==> config.mk <==
export PLATFORM = sky130hd
export DESIGN_NAME = sum_accumulator
export DESIGN_NICKNAME = d
export VERILOG_FILES = /design/src/rtl/sum_accumulator.sv
export SDC_FILE = /design/constraint.sdc
export NUM_CORES = 1
export LEC_CHECK = 0
export ABC_AREA = 1
export BUFFER_PORTS_ARGS = -buffer_cell sky130_fd_sc_hd__buf_2
export CAP_MARGIN = 20
export CORE_ASPECT_RATIO = 1.1
export CORE_MARGIN = 2
export CORE_UTILIZATION = 59
export DETAILED_ROUTE_END_ITERATION = 10
export GPL_ROUTABILITY_DRIVEN = 1
export PLACE_DENSITY = 0.85
export SETUP_SLACK_MARGIN = 0.5
export SLEW_MARGIN = 20
export SYNTH_ARGS = -nofsm -noshare
export SYNTH_HDL_FRONTEND = slang
export SYNTH_SLANG_ARGS = --single-unit
==> constraint.sdc <==
create_clock -name clk -period 2.3 [get_ports clk]
set_input_delay 0.115 -clock clk [delete_from_list [all_inputs] [get_ports clk]]
set_output_delay 0.115 -clock clk [all_outputs]
set_load 0.01 [all_outputs]
==> src/rtl/sum_accumulator.sv <==
// Sum accumulator: adds BATCH 9-bit operands {in_carry,in_sum} into a 16-bit total and
// presents it through a valid/ready handshake. Define SUM_ACCUMULATOR_SAT_EN to clamp at 0xFFFF.
module sum_accumulator #(
  parameter int BATCH = 4
) (
  input  logic        clk,
  input  logic        rst,
  input  logic [7:0]  in_sum,
  input  logic        in_carry,
  input  logic        in_valid,
  output logic        in_ready,
  input  logic        clear,
  output logic [15:0] out_data,
  output logic        out_ovf,
  output logic        out_valid,
  input  logic        out_ready,
  output logic [7:0]  count
);

  typedef enum logic [1:0] {
    IDLE  = 2'd0,
    ACCUM = 2'd1,
    HOLD  = 2'd2
  } state_t;

  localparam logic [7:0] BATCH_CNT = 8'(BATCH);

  state_t      state, state_nxt;
  logic [15:0] acc, acc_nxt;
  logic        ovf, ovf_nxt;
  logic [7:0]  cnt, cnt_nxt;
  logic [16:0] sum;
  logic [7:0]  cnt_inc;

  // Handshake flags are decoded from state alone, so they carry no input-to-output path.
  assign in_ready  = (state != HOLD);
  assign out_valid = (state == HOLD);
  assign out_data  = acc;
  assign out_ovf   = ovf;
  assign count     = cnt;

  assign sum     = {1'b0, acc} + {8'b0, in_carry, in_sum};
  assign cnt_inc = cnt + 8'd1;

  // NOTE: state registers use non-blocking assignments so every flop samples pre-edge values.
  always_ff @(posedge clk or posedge rst) begin
    if (rst) begin
      state <= IDLE;
      acc   <= '0;
      ovf   <= 1'b0;
      cnt   <= '0;
    end else begin
      state <= state_nxt;
      acc   <= acc_nxt;
      ovf   <= ovf_nxt;
      cnt   <= cnt_nxt;
    end
  end

  // NOTE: every output of this block gets a default first, so no path can infer a latch.
  always_comb begin
    state_nxt = state;
    acc_nxt   = acc;
    ovf_nxt   = ovf;
    cnt_nxt   = cnt;
    if (clear || (out_valid && out_ready)) begin
      // Abort and result delivery both drop the batch; clear wins over any operand.
      state_nxt = IDLE;
      acc_nxt   = '0;
      ovf_nxt   = 1'b0;
      cnt_nxt   = '0;
    end else if (in_valid && in_ready) begin
`ifdef SUM_ACCUMULATOR_SAT_EN
      acc_nxt = sum[16] ? 16'hFFFF : sum[15:0];
`else
      acc_nxt = sum[15:0];
`endif
      ovf_nxt   = ovf | sum[16];
      cnt_nxt   = cnt_inc;
      state_nxt = (cnt_inc == BATCH_CNT) ? HOLD : ACCUM;
    end
  end

endmodule

==> metrics.cfg <==
[place]
dpl.cell_count=350
pre_cts_slack_ns=0.576
io_buffers=40
hpwl_mm=3.34
gp_congestion=0.858
placed_cell_area_mm2=0.00221

[drt]
vias_per_cell=5.29
first_pass_iters=5
ant_nets=0
drt-initial-drc-count=105
wl_per_cell_um=12.5
wl_mm=4.45
vias=1884
drc=0

[clock_tree]
cts_tree=yes
clock-root-buffer=clkbuf_4
cts.sinks=27
clk_latency_ns=0.34
cts.htree.levels=1
path_clk_slew_ns=0.17
cts_made_buffers=3
max-clock-path-buffers=2

[grt]
antenna_found_initial=0
grt_pass1_wl_mm=7.31
grt_use_total_pct=24.6
overflow=0
grt_max_degree=28
grt_pass1_vias=1739

[die]
num_io_pins=41
die_w_um=59.2
initial_core_util_pct=60.3
rows=22
die_h_um=64.7
core_area_mm2=0.00328
dieArea_mm2=0.00383

[worst_setup_path]
critical_path_class=flip-flop to flip-flop
endpoint_kind=flip-flop
crit_chain=ha_1, inv_1, fa_2, nand3b_1, nand3_4, nand4_1, nand2_1, nor2_1
start_kind=flip-flop
r2r-end=out_data[14]$_DFFE_PP0P_
reg2reg_from=out_data[0]$_DFFE_PP0P_
critPathSlowestCell=dfrtp_1
cp_data_arrival_time_ns=1.96
r2r_cells=8
crit_path_max_incr_delay_ns=0.38
cp.required_ns=2.56
r2r_slack_ns=0.60
startpoint=out_data[0]$_DFFE_PP0P_
path_max_fanout=6

[hold_path]
min_path_cells=4
worstHoldPathType=input pin to flip-flop
worstHoldStart=clear
worst_hold_path.endpoint=state[0]$_DFFE_PP0P_

[logic_synthesis]
synth_common_cells=nand2_1 (87), inv_1 (33), dfrtp_1 (27)
synthesis.area_mm2=0.00198
syn_area_per_cell_um2=7.18
synth_cell_types=32
yosys.area.top_type=dfrtp_1
synth_fp_nets=301
async_flop_share_pct=100
synth_top_area_share_pct=34.2
ys_ff_latch=27
yosysMostFrequentCell=nand2_1
seq_area_frac_synth_pct=34.2
synth_edf_count=0
ys_warn_count=0
synth_area_leaders=dfrtp_1 (34%), nand2_1 (17%), ha_1 (7.0%)
ys.flop_type=dfrtp_1
synthCells=275

[timing]
maxSlewViolCount=0
finalSetupTns_ns=0
layout_setup_ws_ns=0.600
maxSlewHeadroom_pct=76.8
final.period_utilization_pct=73.9
hold_slack_ns=0.0777
worst_slew_pin_slew_ns=0.348
fin_crit_ns=1.70
skew_ns=0.0143
finalSetupViolCount=0
max_freq_ghz=0.588
rsz0062_at_grt=false
hold_viol=0

[power_and_ir_drop]
powerDensity_mw_per_mm2=470
p_total_mw=1.06
ir_drop_mv=0.320
leakage_nw=1.24

[layout]
area_growth_pct=14.8
fin_nets=347
drive_gt1_share_pct=24.7
final_cells=356
num_antenna_cells=0
final_area_mm2=0.00227
post-route-util_pct=69.2

[job]
maxCapViolations=0

[outcome]
status=finished, final reports clean

-- worst max-delay path: cells and delay by family (launching register included) --
family	cells	cell delay (ns)
flip-flops	1	0.38
buffers and inverters	1	0.07
adder cells (fa/ha/maj)	2	0.58
AND/OR/NAND/NOR	5	0.59
-- worst max-delay path by stage --
| stage | end | slack (ns) |
|---|---|---|
| after floorplan | out_data[12]$_DFFE_PP0P_ | 0.65 |
| after global placement | out_data[8]$_DFFE_PP0P_ | 0.65 |
| after detailed placement | out_data[14]$_DFFE_PP0P_ | 0.58 |
| after CTS | out_data[12]$_DFFE_PP0P_ | 0.55 |
| after global routing | out_data[14]$_DFFE_PP0P_ | 0.48 |
| final | out_data[14]$_DFFE_PP0P_ | 0.60 |
-- power breakdown --
group	internal (mW)	leakage [nW]	switching [mW]
sequential	0.500	0.368	0.0258
clock	0.0667	0.0139	0.156
combinational	0.118	0.856	0.198
-- area by class of cell --
class                      count  area [um2]
clock buffer                   3        22.5
clock inverter                 1        7.51
fill                         295        1010
inverter                      41         156
multi-input combinational    205        1130
sequential                    27         676
tap                           36        45.0
timing repair buffer          43         225
-- sequential cells by signal, summed over array words and instances (netlist names) --
signal,count
out_data,16
count,8
state,2
out_ovf,1
-- placed cells by master, fill, tap and decap left out --
master / Yosys / routed
xor2_1: 2 / 2
clkbuf_4: 0 / 3
o21ai_0: 4 / 4
inv_2: 7 / 7
nand3_4: 0 / 1
inv_4: 1 / 1
nor2_2: 5 / 5
nor2_4: 2 / 2
nand3_1: 18 / 18
dfrtp_1: 27 / 27
o22ai_1: 2 / 2
clkinvlp_4: 0 / 1
o21bai_2: 1 / 1
nand2_1: 87 / 87
a21oi_1: 10 / 10
a21boi_2: 1 / 1
nor3_1: 2 / 2
nand2_4: 2 / 2
nand4_1: 6 / 6
a21oi_2: 1 / 1
o31ai_1: 3 / 3
buf_2: 0 / 40
nor2_1: 22 / 22
nor2_8: 1 / 1
dlygate4sd3_1: 0 / 1
nand3b_1: 3 / 3
xnor2_1: 3 / 3
nand3_2: 4 / 3
or2_0: 1 / 1
and2_1: 1 / 1
fa_2: 0 / 1
inv_1: 33 / 33
ha_1: 11 / 11
buf_4: 1 / 2
o21ai_1: 5 / 5
nand2_2: 7 / 7
-- cells by family after synthesis --
| kind of cell | share of synthesized area [%] |
|---|---|
| xor gates and xnor gates | 2.22 |
| and+or+nand+nor | 38.6 |
| adders and majority gates | 7.98 |
| AOI/OAI and AO/OA | 8.17 |
| buffers and inverters | 8.87 |
| DFF | 34.2 |
-- layer usage --
metal,GRT usage (%),routed length (um),share of wire [%],up-vias
li1,-,-,-,960
met1,32.2,2050,46,880
met2,41.0,2170,49,39
met3,3.59,194,4.4,5
met4,8.24,43,0.97,0
met5,0,0,0,-
-- what timing repair did --
item,CTS,global route
buffers inserted,0,1
hold endpoints to repair,27,0
resized for setup,0,2
setup endpoints to repair,0,5
hold buffers,1,0
Power figures use the tool's default switching activity.
